`config.mk`:
```
export PLATFORM = sky130hd
export DESIGN_NAME = seq_pattern_tx_flat
export DESIGN_NICKNAME = d
export VERILOG_FILES = /design/src/rtl/seq_pattern_tx_if.sv /design/src/rtl/seq_pattern_tx.sv /design/src/flat_wrapper.sv
export SDC_FILE = /design/constraint.sdc
export NUM_CORES = 1
export LEC_CHECK = 0
export CAP_MARGIN = 10
export CORE_AREA = 2 2 67 50
export DETAILED_ROUTE_END_ITERATION = 12
export DIE_AREA = 0 0 69 52
export GPL_TIMING_DRIVEN = 0
export PLACE_DENSITY_LB_ADDON = 0.15
export SLEW_MARGIN = 20
export SYNTH_ARGS = -nofsm -noshare
export SYNTH_HDL_FRONTEND = slang
export SYNTH_SLANG_ARGS = --single-unit
export TNS_END_PERCENT = 20
```
`constraint.sdc`:
```
create_clock -name clk -period 2.78 [get_ports clk]
set_input_delay 0.695 -clock clk [delete_from_list [all_inputs] [get_ports clk]]
set_output_delay 0.695 -clock clk [all_outputs]
set_load 0.005 [all_outputs]
```
`src/rtl/seq_pattern_tx_if.sv`:
```
// Serial pattern transmitter bus.
// Groups the start/abort handshake, the transfer configuration and the
// serial output stream of seq_pattern_tx.
//   start      request a transfer (honoured only while idle)
//   abort      synchronous cancel of any transfer in progress
//   rep_count  number of pattern repetitions, latched on an accepted start
//   gap_len    idle cycles between repetitions, latched on an accepted start
//   out        serial bit stream, MSB of the pattern first
//   frame      high while out carries a pattern bit
//   busy       high while a transfer is in progress
//   done       one-cycle completion pulse
// master: the controller side; slave: the transmitter.
interface seq_pattern_tx_if #(
    parameter int CNT_W = 8,
    parameter int GAP_W = 4
);
    logic             start;
    logic             abort;
    logic [CNT_W-1:0] rep_count;
    logic [GAP_W-1:0] gap_len;
    logic             out;
    logic             frame;
    logic             busy;
    logic             done;

    modport master (
        output start, abort, rep_count, gap_len,
        input  out, frame, busy, done
    );

    modport slave (
        input  start, abort, rep_count, gap_len,
        output out, frame, busy, done
    );
endinterface

```
`src/rtl/seq_pattern_tx.sv`:
```
// Serial pattern transmitter.
// Shifts PATTERN out MSB-first, one bit per clock, rep_count times with
// gap_len idle cycles between repetitions. Acts as the on-chip stimulus
// source for the serial sequence detectors.
//   clk  clock, rising edge
//   rst  synchronous active-high reset
//   bus  seq_pattern_tx_if slave: start/abort/rep_count/gap_len in,
//        out/frame/busy/done out (all outputs registered)
//
// state | meaning
// ------+-------------------------------------------------------------
// IDLE  | waiting for start; out/frame/busy low
// SEND  | out carries PATTERN[bit_idx], frame and busy high
// GAP   | idle gap between repetitions; busy high, out/frame low
module seq_pattern_tx #(
    parameter int             PAT_W   = 4,
    parameter logic [PAT_W-1:0] PATTERN = 4'b1011,
    parameter int             CNT_W   = 8,
    parameter int             GAP_W   = 4
) (
    input  logic            clk,
    input  logic            rst,
    seq_pattern_tx_if.slave bus
);
    localparam int IDX_W = $clog2(PAT_W);
    localparam logic [IDX_W-1:0] IDX_MSB = IDX_W'(PAT_W - 1);

    localparam logic [1:0] IDLE = 2'd0;
    localparam logic [1:0] SEND = 2'd1;
    localparam logic [1:0] GAP  = 2'd2;

    logic [1:0]       state;
    logic [IDX_W-1:0] bit_idx;
    logic [CNT_W-1:0] reps_left;
    logic [GAP_W-1:0] gap_lat;
    logic [GAP_W-1:0] gap_cnt;
    logic             out_q;
    logic             frame_q;
    logic             busy_q;
    logic             done_q;

    assign bus.out   = out_q;
    assign bus.frame = frame_q;
    assign bus.busy  = busy_q;
    assign bus.done  = done_q;

    always_ff @(posedge clk) begin
        if (rst || bus.abort) begin
            state     <= IDLE;
            bit_idx   <= '0;
            reps_left <= '0;
            gap_lat   <= '0;
            gap_cnt   <= '0;
            out_q     <= 1'b0;
            frame_q   <= 1'b0;
            busy_q    <= 1'b0;
            done_q    <= 1'b0;
        end else begin
            done_q <= 1'b0;
            case (state)
                IDLE: begin
                    out_q   <= 1'b0;
                    frame_q <= 1'b0;
                    busy_q  <= 1'b0;
                    if (bus.start) begin
                        reps_left <= bus.rep_count;
                        gap_lat   <= bus.gap_len;
                        if (bus.rep_count == '0) begin
                            done_q <= 1'b1;
                        end else begin
                            state   <= SEND;
                            bit_idx <= IDX_MSB;
                            out_q   <= PATTERN[PAT_W-1];
                            frame_q <= 1'b1;
                            busy_q  <= 1'b1;
                        end
                    end
                end

                SEND: begin
                    if (bit_idx != '0) begin
                        bit_idx <= bit_idx - 1'b1;
                        out_q   <= PATTERN[bit_idx - 1'b1];
                    end else if (reps_left == CNT_W'(1)) begin
                        // last bit of last repetition just went out
                        state   <= IDLE;
                        out_q   <= 1'b0;
                        frame_q <= 1'b0;
                        busy_q  <= 1'b0;
                        done_q  <= 1'b1;
                    end else begin
                        reps_left <= reps_left - 1'b1;
                        if (gap_lat == '0) begin
                            // back-to-back: restart at the MSB with no bubble
                            bit_idx <= IDX_MSB;
                            out_q   <= PATTERN[PAT_W-1];
                        end else begin
                            state   <= GAP;
                            gap_cnt <= gap_lat;
                            out_q   <= 1'b0;
                            frame_q <= 1'b0;
                        end
                    end
                end

                GAP: begin
                    // down-counter: terminal count 1 marks the last gap cycle
                    if (gap_cnt == GAP_W'(1)) begin
                        state   <= SEND;
                        bit_idx <= IDX_MSB;
                        out_q   <= PATTERN[PAT_W-1];
                        frame_q <= 1'b1;
                    end else begin
                        gap_cnt <= gap_cnt - 1'b1;
                    end
                end

                default: begin
                    state   <= IDLE;
                    out_q   <= 1'b0;
                    frame_q <= 1'b0;
                    busy_q  <= 1'b0;
                end
            endcase
        end
    end
endmodule

```
`src/flat_wrapper.sv`:
```
// flat-port wrapper written by rule: the top's interface ports become plain ports
module seq_pattern_tx_flat 
#(
    parameter int             PAT_W   = 4,
    parameter logic [PAT_W-1:0] PATTERN = 4'b1011,
    parameter int             CNT_W   = 8,
    parameter int             GAP_W   = 4
)
  (clk, rst, bus_start, bus_abort, bus_rep_count, bus_gap_len, bus_out, bus_frame, bus_busy, bus_done);
  seq_pattern_tx_if #(.CNT_W(CNT_W), .GAP_W(GAP_W)) bus_i ();
  input  logic clk;
  input  logic rst;
  input wire logic [$bits(bus_i.start)-1:0] bus_start;
  input wire logic [$bits(bus_i.abort)-1:0] bus_abort;
  input wire logic [$bits(bus_i.rep_count)-1:0] bus_rep_count;
  input wire logic [$bits(bus_i.gap_len)-1:0] bus_gap_len;
  output wire logic [$bits(bus_i.out)-1:0] bus_out;
  output wire logic [$bits(bus_i.frame)-1:0] bus_frame;
  output wire logic [$bits(bus_i.busy)-1:0] bus_busy;
  output wire logic [$bits(bus_i.done)-1:0] bus_done;
  assign bus_i.start = bus_start;
  assign bus_i.abort = bus_abort;
  assign bus_i.rep_count = bus_rep_count;
  assign bus_i.gap_len = bus_gap_len;
  assign bus_out = bus_i.out;
  assign bus_frame = bus_i.frame;
  assign bus_busy = bus_i.busy;
  assign bus_done = bus_i.done;
  seq_pattern_tx #(.PAT_W(PAT_W), .PATTERN(PATTERN), .CNT_W(CNT_W), .GAP_W(GAP_W)) u_core (.clk(clk), .rst(rst), .bus(bus_i));
endmodule
```
-- Word-level counts from Yosys, hierarchy flattened
Index checks and enable logic that the tools add are counted.
W data, S select, Z words.
- output and inout bits: 4
- register bits: 24
- memory bits (read-only): 0
- input bits: 16
- bits in latches: 0
- memories: 0
- memory bits (writable): 0
- logic and storage cells: 88
- shifts and indexed selects: 0
- $lt $le $gt $ge: 1
- multiply operators: 0
- multiplexer cells: 44
- divide/modulo/power cells: 0
- reductions and logical operators: 15
- bitwise gates (word level): 1
- eq/ne operators: 15
- add/subtract/negate cells: 3
- operators by type and width (operator ; count):
    $mux W2 ; 12
    $mux W8 ; 3
    $mux W1 ; 16
    $mux W4 ; 4
    $pmux W8 S2 ; 1
    $ne A2 B2 Y1 const B ; 6
    $pmux W2 S3 ; 2
    $reduce_and A5 Y1 ; 2
    $pmux W1 S3 ; 3
    $eq A8 B1 Y1 const B ; 1
    $logic_not A8 Y1 ; 1
    $pmux W4 S2 ; 1
    $sub A8 B1 Y8 const B ; 1
    $ne A3 B2 Y1 const B ; 2
    $reduce_and A3 Y1 ; 2
    $reduce_and A6 Y1 ; 1
    $reduce_bool A2 Y1 ; 3
    $eq A4 B1 Y1 const B ; 1
    $logic_not A4 Y1 ; 1
    $ne A2 B1 Y1 const B ; 2
    $reduce_and A4 Y1 ; 1
    $sub A4 B1 Y4 const B ; 1
    $lt A2 B3 Y1 const B ; 1
    $ne A3 B1 Y1 const B ; 1
    other kinds (10) ; 10

-- Logic depth before layout (Yosys ltp)
Gate-level depths: netlist (run 1).
- depth in word-level cells: 5
- mapped depth: 6
- gate-level depth less buffers: 6

-- Worst setup path before layout (run 1)
OpenSTA, ideal clock, no wires.
- path kind: input to register
- start point: input port bus_start
- end point: register u_core.reps_left[2]
- path slack: 1.077 ns
- buffers on the path: 0
- cell stages on the path: 4
- arrival time: 1.586 ns
- data required time: 2.663 ns
- library setup time: 0.117 ns
- cell sequence: mux2i_1 a311oi_4 o21ai_0 a32o_1
- cells in the longest elaborated chain, start to end: 2
- ends and longest elaborated chain (item ; line ; RTL):
    start, declared ; flat_wrapper.sv:13 ; input wire logic [$bits(bus_i.start)-1:0] bus_start;
    $ne A2 B2 Y1 (no source line) ; n/a ;
    $reduce_and A4 Y1 (no source line) ; n/a ;
    end signal, assigned ; seq_pattern_tx.sv:66 ; reps_left <= bus.rep_count;
    end signal, assigned ; seq_pattern_tx.sv:92 ; reps_left <= reps_left - 1'b1;
    end, declared ; seq_pattern_tx.sv:34 ; logic [CNT_W-1:0] reps_left;
Every way passes these cells.
A chain may end at the register's enable or synchronous reset.

-- Worst setup path after layout (run 1)
- start point: input port bus_rep_count[5]
- end point: register u_core.bit_idx[0]
- cells in the longest elaborated chain, start to end: 3
- ends and longest elaborated chain (item ; line ; RTL):
    start, declared ; flat_wrapper.sv:15 ; input wire logic [$bits(bus_i.rep_count)-1:0] bus_rep_count;
    $logic_not A8 Y1 ; seq_pattern_tx.sv:68 ; if (bus.rep_count == '0) begin
    $ne A2 B2 Y1 (no source line) ; n/a ;
    $reduce_and A6 Y1 (no source line) ; n/a ;
    end signal, assigned ; seq_pattern_tx.sv:82 ; bit_idx <= bit_idx - 1'b1;
    end, declared ; seq_pattern_tx.sv:33 ; logic [IDX_W-1:0] bit_idx;
Every way passes these cells.

==> results of run 1 <==
stage by stage:
step                hold slack [ps]  instances  util [%]  cell area, um2  setup WS, ps
floorplan                       456        172         -            1520          1080
detailed placement              480        229      59.2            1760           267
CTS                             498        233      61.6            1830           549
global route                    520        233      61.6            1830           453
global placement                468        229      59.2            1760           290
finish                          498        233      61.6            1830           555
cell usage after synthesis (3+ instances only):
library cell  count
clkbuf_1          4
nor2_1           14
or2_2             3
nand3_1           5
nor3_1            3
mux2i_1           5
a21oi_1          12
a31oi_1           3
nand2_1          16
o21ai_0           9
a32o_1            6
dfxtp_1          24
a211oi_1          5
ha_1              6
inv_1             7
nor4_1            3
cells by family after synthesis:
family                   count (synthesis)
flip-flops                              24
AO/OA/AOI/OAI                           58
multiplexers                             5
AND/OR/NAND/NOR                         64
adder cells (fa/ha/maj)                  6
buffers and inverters                   15
critical path, cell delays in order:
cell and delay, ps:
clkdlybuf4s50_1 450, nor4_1 670, a21boi_0 220, o221ai_2 240
a211oi_1 110
cell type report:
class | instances | area (um2) | share of cell area [%]
Timing Repair Buffer | 19 | 190 | 10.4
Clock inverter | 1 | 30.0 | 1.64
Buffer | 8 | 58.8 | 3.21
Clock buffer | 3 | 41.3 | 2.25
Sequential cell | 24 | 480 | 26.2
Tap cell | 38 | 47.5 | 2.59
Inverter | 7 | 26.3 | 1.43
Multi-Input combinational cell | 133 | 958 | 52.3
power groups by stage:
stage	registers, mW	logic [mW]	clock network (mW)
after floorplan	0.375	0.111	0
after global placement	0.378	0.163	0
after detailed placement	0.379	0.165	0
after CTS	0.371	0.167	0.316
after global routing	0.373	0.187	0.335
final	0.371	0.169	0.314
metal layers:
| layer | part of all wire [%] | GRT usage, % | vias up |
|---|---|---|---|
| li1 | - | - | 707 |
| met4 | 0.36 | 5.56 | 0 |
| met5 | 0 | 0 | - |
| met2 | 43 | 35.1 | 55 |
| met1 | 50 | 34.0 | 686 |
| met3 | 6.7 | 4.84 | 2 |
flip-flops by register name, indices dropped and copies added (netlist names), 2 cells and up:
register,flops
u_core.gap_cnt,4
u_core.reps_left,8
u_core.bit_idx,2
u_core.gap_lat,4
u_core.state,2
cells in the final DEF, fill, tap and decap left out, types with 2 or more instances in the layout:
cell type / instances
a31oi_1: 3
nand4_1: 2
nor2_1: 14
a211o_1: 2
o2111ai_1: 2
nand2b_1: 2
clkbuf_1: 4
mux2i_1: 5
o41ai_1: 2
clkbuf_8: 5
a21boi_0: 2
o22ai_1: 2
ha_1: 6
o21ai_0: 9
clkdlybuf4s50_1: 19
nand2_1: 16
o221ai_1: 2
a32o_1: 6
inv_1: 7
nor2b_1: 2
a21oi_1: 12
nand3b_1: 2
nand3_1: 5
a211oi_1: 5
or3b_2: 2
or2_2: 3
nor4_1: 3
dfxtp_1: 24
nor3_1: 3
worst min path at each step:
stage                     cells past startpoint                end  slack [ps]
after floorplan                               2  u_core.bit_idx[1]         460
after global placement                        2  u_core.bit_idx[1]         470
after detailed placement                      2    u_core.bus.busy         480
after CTS                                     2  u_core.gap_cnt[1]         500
after global routing                          2  u_core.bit_idx[1]         520
final                                         2  u_core.gap_cnt[1]         500
==> flow_metrics.env, run 1 <==
export IMPL_holdBufCountCts=0
export IMPL_core_um2=2980
export IMPL_post_cts_buffers=0
export IMPL_synthXorXnorAreaFrac_pct=0
export IMPL_layout_min_cycle_time_ps=2230
export IMPL_fin_setup_tns_ps=0
export IMPL_yosysUniqueCellTypes=51
export IMPL_grt_max_degree=15
export IMPL_worstSetupEndpoint="u_core.bit_idx[0]"
export IMPL_clkTransAtPathRegs_ps=90
export IMPL_fillers=258
export IMPL_finalMaxSlewViolations=0
export IMPL_hp_start="u_core.gap_cnt[1]"
export IMPL_wl_per_cell_um=16.8
export IMPL_ios=20
export IMPL_yosysWarnings=0
export IMPL_layout_nets=218
export IMPL_power_frac_clock_pct=36.7
export IMPL_clkLatencyLatePin_ps=270
export IMPL_status="completed"
export IMPL_synthMuxAreaShare_pct=3.28
export IMPL_htreeDepth=1
export IMPL_synth_simple_area_share_pct=24.9
export IMPL_cts_tree="yes"
export IMPL_place_congestion=0.931
export IMPL_peakVddDrop_mv=0.347
export IMPL_areaGrowthSynthToFinish_pct=20.3
export IMPL_ys_seq_area_share_pct=31.5
export IMPL_cts_resized=0
export IMPL_startpoint="bus_rep_count[5]"
export IMPL_r2r_end="u_core.reps_left[6]"
export IMPL_synth_top_family_by_area="compound AO/OA/AOI/OAI gates"
export IMPL_cp_end_kind="flop"
export IMPL_antenna_found_initial=0
export IMPL_async_flop_share_pct=0
export IMPL_track_usage_pct=23.3
export IMPL_total_power_mw=0.854
export IMPL_synth_area_per_cell_um2=8.86
export IMPL_layout_drive_gt1_share_pct=13.3
export IMPL_timing_reg2reg_setup_slack_ps=750
export IMPL_grt_pass1_wl_mm=6.70
export IMPL_chipWidth_um=69
export IMPL_synth_top_area_share_pct=31.5
export IMPL_dp_hpwl_mm=2.92
export IMPL_clock_fmax_mhz=449
export IMPL_finClkSkew_ps=7.49
export IMPL_finalHoldViolations=0
export IMPL_switching_share_pct=26.6
export IMPL_postRouteAntennaNets=0
export IMPL_die_area_um2=3590
export IMPL_p_leak_nw=0.662
export IMPL_dr_pass1_iters=4
export IMPL_drc=0
export IMPL_drv_cap=0
export IMPL_cts_root_buf="clkbuf_8"
export IMPL_cellPowerDensity_nw_per_um2=466
export IMPL_syn_inst=172
export IMPL_pwr_share_seq_pct=43.5
export IMPL_grt_setup_unrepaired="no"
export IMPL_grt_pass1_vias=1366
export IMPL_ys_seq_elements=24
export IMPL_ys_flop_type="dfxtp_1"
export IMPL_required_ps=2940
export IMPL_combinationalPowerShare_pct=19.8
export IMPL_worstPathMaxFanout=4
export IMPL_vias_per_cell=6.22
export IMPL_synth_fa_ha_area_share_pct=4.93
export IMPL_synth_net_count=194
export IMPL_critPathLaunchType="primary input"
export IMPL_postRouteWirelength_mm=3.91
export IMPL_vias=1450
export IMPL_slew_headroom_pct=51.5
export IMPL_grt_overflow=0
export IMPL_path_class="in2reg"
export IMPL_portBuffers=19
export IMPL_hold_class="reg2reg"
export IMPL_n_antenna_cell=0
export IMPL_synth_compound_area_share_pct=29.8
export IMPL_intPower_mw=0.627
export IMPL_dieHeight_um=52
export IMPL_r2r_start="u_core.reps_left[1]"
export IMPL_worstRegToRegCells=6
export IMPL_drtIter0Drc=152
export IMPL_cts_sinks=24
export IMPL_crit_arrival_ps=2390
export IMPL_p_sw_mw=0.227
export IMPL_synth_top_cell_by_area="dfxtp_1"
export IMPL_cts_buffer_depth=2
export IMPL_ys_top_cells_by_area="dfxtp_1, ha_1, a21oi_1"
export IMPL_timing_final_crit_share_pct=80.0
export IMPL_initial_core_util_pct=51.2
export IMPL_tightest_slew_ps=721
export IMPL_setup_viol=0
export IMPL_std_cell_rows=17
export IMPL_syn_cell_area_um2=1520
export IMPL_synth_edff_count=0
export IMPL_cts_made_buffers=3
No activity file was read; power rests on OpenSTA's default activity.
==> run 2, diff against run 1 <==
Clock period 2.78 ns to 2.1 ns, I/O delays scaled along.
==> flow_metrics.env, run 2 (same netlist as run 1, synthesis figures left out) <==
export IMPL_drc=0
export IMPL_critPathLaunchType="primary input"
export IMPL_crit_arrival_ps=2190
export IMPL_setup_viol=0
export IMPL_cts_root_buf="clkbuf_8"
export IMPL_required_ps=2270
export IMPL_track_usage_pct=23.3
export IMPL_status="completed"
export IMPL_grt_pass1_wl_mm=6.70
export IMPL_grt_max_degree=15
export IMPL_largest_reg_flops=8
export IMPL_dp_hpwl_mm=2.92
export IMPL_final_common_cell="dfxtp_1"
export IMPL_drv_cap=0
export IMPL_areaGrowthSynthToFinish_pct=20.9
export IMPL_hold_class="reg2reg"
export IMPL_clock_fmax_mhz=494
export IMPL_cts_sinks=24
export IMPL_n_antenna_cell=0
export IMPL_initial_core_util_pct=51.2
export IMPL_vias_per_cell=6.28
export IMPL_postRouteWirelength_mm=3.91
export IMPL_cts_made_buffers=3
export IMPL_grt_overflow=0
export IMPL_htreeDepth=1
export IMPL_layout_nets=218
export IMPL_dp_slack_ps=-243
export IMPL_die_area_um2=3590
export IMPL_p_leak_nw=0.661
export IMPL_fin_cells=233
export IMPL_layout_drive_gt1_share_pct=14.4
export IMPL_fin_area_um2=1840
export IMPL_dr_pass1_iters=4
export IMPL_grt_pass1_vias=1366
export IMPL_slowest_stage="clkdlybuf4s50_1"
export IMPL_cts_buffer_depth=2
export IMPL_cp_end_kind="flop"
export IMPL_chipWidth_um=69
export IMPL_layout_min_cycle_time_ps=2020
export IMPL_place_area_um2=1760
export IMPL_holdWs_ps=501
export IMPL_slew_headroom_pct=57.3
export IMPL_mostFrequentLayoutCells="dfxtp_1, clkdlybuf4s50_1, nand2_1, nor2_1, a21oi_1"
export IMPL_portBuffers=19
export IMPL_place_congestion=0.931
export IMPL_cellPowerDensity_nw_per_um2=615
export IMPL_worstPathMaxFanout=9
export IMPL_timing_final_crit_share_pct=96.3
export IMPL_postRouteAntennaNets=0
export IMPL_fillers=256
export IMPL_cp_slowest_stage_delay_ps=510
export IMPL_wl_per_cell_um=16.8
export IMPL_reg_top3="u_core.reps_left: 8 flops, u_core.gap_cnt: 4 flops, u_core.gap_lat: 4 flops"
export IMPL_finalHoldViolations=0
export IMPL_finClkSkew_ps=7.41
export IMPL_clkLatencyLatePin_ps=270
export IMPL_finalMaxSlewViolations=0
export IMPL_tightest_slew_ps=637
export IMPL_dieHeight_um=52
export IMPL_path_class="in2reg"
export IMPL_regMostFlops="u_core.reps_left"
export IMPL_holdBufCountCts=0
export IMPL_fin_ws_ps=77.3
export IMPL_cts_tree="yes"
export IMPL_peakVddDrop_mv=0.460
export IMPL_multiInputGateArea_um2=967
export IMPL_grt_setup_unrepaired="no"
export IMPL_drtIter0Drc=136
export IMPL_path_cells="clkdlybuf4s50_1 > mux2i_1 > a311oi_4 > o21ai_0 > a32o_1"
export IMPL_core_um2=2980
export IMPL_std_cell_rows=17
export IMPL_antenna_found_initial=0
export IMPL_register_area_um2=480
export IMPL_vias=1464
export IMPL_ios=20
export IMPL_clkTransAtPathRegs_ps=100
export IMPL_place_inst=229
[run 2: cell counts in the layout (fill, tap and decap cells not counted)]
Identical to the previous run, type by type.
[run 2: final timing paths]
kind	from	end	slack (ps)	depth (start not counted)
min	u_core.gap_cnt[1]	u_core.gap_cnt[1]	500	2
max	bus_start	u_core.reps_left[6]	80	5
max reg2reg	u_core.gap_cnt[1]	u_core.bit_idx[0]	120	6
min reg2reg	u_core.gap_cnt[1]	u_core.gap_cnt[1]	500	2
[run 2: metrics by stage]
stage / util [%] / TNS (ps) / power (mW)
6_report: 61.8 / 0 / 1.13
5_1_grt: 61.8 / 0 / 1.19
4_1_cts: 61.6 / 0 / 1.13
3_5_place_dp: 59.2 / -1400 / 0.720
3_3_place_gp: 59.2 / -1200 / 0.716
2_1_floorplan: - / 0 / 0.644
[run 2: what timing repair did]
item	in CTS	in global routing
resized for setup	0	2
setup buffers	0	0
setup endpoints to repair	0	4
[run 2: power by group]
| part | internal, mW | leakage, nW | total (mW) | switching [mW] |
|---|---|---|---|---|
| Clock | 0.255 | 0.0357 | 0.416 | 0.161 |
| Sequential | 0.472 | 0.195 | 0.492 | 0.0198 |
| Combinational | 0.104 | 0.430 | 0.225 | 0.121 |
| Total | 0.831 | 0.661 | 1.13 | 0.302 |
[run 2: per-layer routing]
layer,up-vias,global-route usage [%],part of all wire (%)
li1,712,-,-
met1,697,34.0,50
met3,4,4.84,6.2
met2,51,35.1,43
met4,0,5.56,0.43
met5,-,0,0
[run 2: area by class of cell]
cell class | instances | area share, %
clock buffer | 3 | 2.24
buffer | 8 | 3.19
sequential | 24 | 26.1
multi-input combinational | 133 | 52.5
tap | 38 | 2.58
inverter | 7 | 1.43
timing repair buffer | 19 | 10.3
clock inverter | 1 | 1.63
[run 2: critical path: cells and delay by family]
family / cells / cell delay, ps
AO/OA/AOI/OAI: 3 / 1000
buffers and inverters: 1 / 510
multiplexers: 1 / 150
==> run 3, diff against run 2 <==
Settings changed: GPL_ROUTABILITY_DRIVEN set to 0, REMOVE_ABC_BUFFERS set to 1.
==> flow_metrics.env, run 3 (same netlist as run 1, synthesis figures left out) <==
export IMPL_dp_slack_ps=-157
export IMPL_postRouteWirelength_mm=3.67
export IMPL_peakVddDrop_mv=0.381
export IMPL_n_antenna_cell=0
export IMPL_ios=20
export IMPL_worstRegToRegCells=4
export IMPL_holdWs_ps=490
export IMPL_grt_max_degree=24
export IMPL_post_cts_buffers=0
export IMPL_worstPathMaxFanout=11
export IMPL_clkLatencyLatePin_ps=270
export IMPL_tightest_slew_ps=780
export IMPL_total_power_mw=1.11
export IMPL_layout_nets=210
export IMPL_finalMaxSlewViolations=0
export IMPL_dieHeight_um=52
export IMPL_vias=1426
export IMPL_reg_top3="u_core.reps_left: 8 flops, u_core.gap_cnt: 4 flops, u_core.gap_lat: 4 flops"
export IMPL_drc=0
export IMPL_place_inst=221
export IMPL_fin_setup_tns_ps=0
export IMPL_path_class="reg2reg"
export IMPL_antenna_found_initial=0
export IMPL_fin_cells=225
export IMPL_finalHoldViolations=0
export IMPL_cts_buffer_depth=2
export IMPL_hp_start="u_core.bit_idx[1]"
export IMPL_fin_ws_ps=148
export IMPL_final_common_cell="dfxtp_1"
export IMPL_portBuffers=19
export IMPL_die_area_um2=3590
export IMPL_status="completed"
export IMPL_grt_pass1_wl_mm=6.42
export IMPL_cts_made_buffers=3
export IMPL_final_util_pct=60.0
export IMPL_cellPowerDensity_nw_per_um2=623
export IMPL_layout_min_cycle_time_ps=1950
export IMPL_slew_headroom_pct=47.9
export IMPL_cts_sinks=24
export IMPL_cts_root_buf="clkbuf_8"
export IMPL_drtIter0Drc=145
export IMPL_vias_per_cell=6.34
export IMPL_cts_tree="yes"
export IMPL_core_um2=2980
export IMPL_finClkSkew_ps=2.16
export IMPL_place_area_um2=1700
export IMPL_setup_viol=0
export IMPL_clock_fmax_mhz=512
export IMPL_grt_pass1_vias=1300
export IMPL_r2r_start="u_core.state[0]"
export IMPL_std_cell_rows=17
export IMPL_cts_resized=0
export IMPL_clkTransAtPathRegs_ps=90
export IMPL_startpoint="u_core.state[0]"
export IMPL_critPathLaunchType="flop"
export IMPL_dp_hpwl_mm=2.70
export IMPL_p_leak_nw=0.633
export IMPL_track_usage_pct=22.3
export IMPL_initial_core_util_pct=51.2
export IMPL_cp_end_kind="flop"
export IMPL_timing_final_crit_share_pct=92.9
export IMPL_chipWidth_um=69
export IMPL_holdBufCountCts=0
export IMPL_hold_depth=2
export IMPL_drv_cap=0
export IMPL_mostFrequentLayoutCells="dfxtp_1, clkdlybuf4s50_1, nand2_1, nor2_1, a21oi_1"
export IMPL_required_ps=2320
export IMPL_htreeDepth=1
export IMPL_hold_class="reg2reg"
export IMPL_wl_per_cell_um=16.3
export IMPL_postRouteAntennaNets=0
export IMPL_layout_drive_gt1_share_pct=13.4
export IMPL_regMostFlops="u_core.reps_left"
export IMPL_grt_setup_unrepaired="no"
export IMPL_dr_pass1_iters=4
export IMPL_areaGrowthSynthToFinish_pct=17.3
export IMPL_grt_overflow=0
export IMPL_fin_area_um2=1790
export IMPL_largest_reg_flops=8
export IMPL_crit_arrival_ps=2170
-- run 3: cell types whose count changed in the layout (fill, tap and decap cells not counted) --
cell	delta
dfxtp_1	-1
o21ai_0	-1
clkbuf_8	-2
ha_2	-1
nor4_2	+1
ha_1	+1
clkbuf_1	-4
buf_2	-1
buf_6	-1
nor4_1	-1
dfxtp_2	+1
o21ai_1	+1
-- run 3: report_power, final --
group / switching, mW / internal (mW)
registers: 0.0217 / 0.472
clock network: 0.154 / 0.255
logic: 0.114 / 0.0967
-- run 3: final timing paths --
path	endpoint	slack, ps
worst max-delay path	u_core.reps_left[5]	150
worst max register to register	u_core.reps_left[5]	150
worst min register to register	u_core.bit_idx[1]	490
worst min-delay path	u_core.bit_idx[1]	490
-- run 3: area by class of cell --
type                            instances  area (um2)
Multi-Input combinational cell        133         971
Sequential cell                        24         482
Tap cell                               38        47.5
Inverter                                7        26.3
Timing Repair Buffer                   19         190
Fill cell                             268        1190
Clock inverter                          1        30.0
Clock buffer                            3        41.3
-- run 3: worst max-delay path: stages (launching register included) --
cell and delay [ps]:
dfxtp_1 580, nor2b_1 690, o2111ai_1 220, a211o_1 330, nand3_1 70
-- run 3: routing by layer --
metal	track usage [%]	vias up	wire length, um
met5	0	-	0
met1	32.9	673	1820
met2	32.9	57	1530
li1	-	694	-
met3	5.62	2	307
met4	4.58	0	14
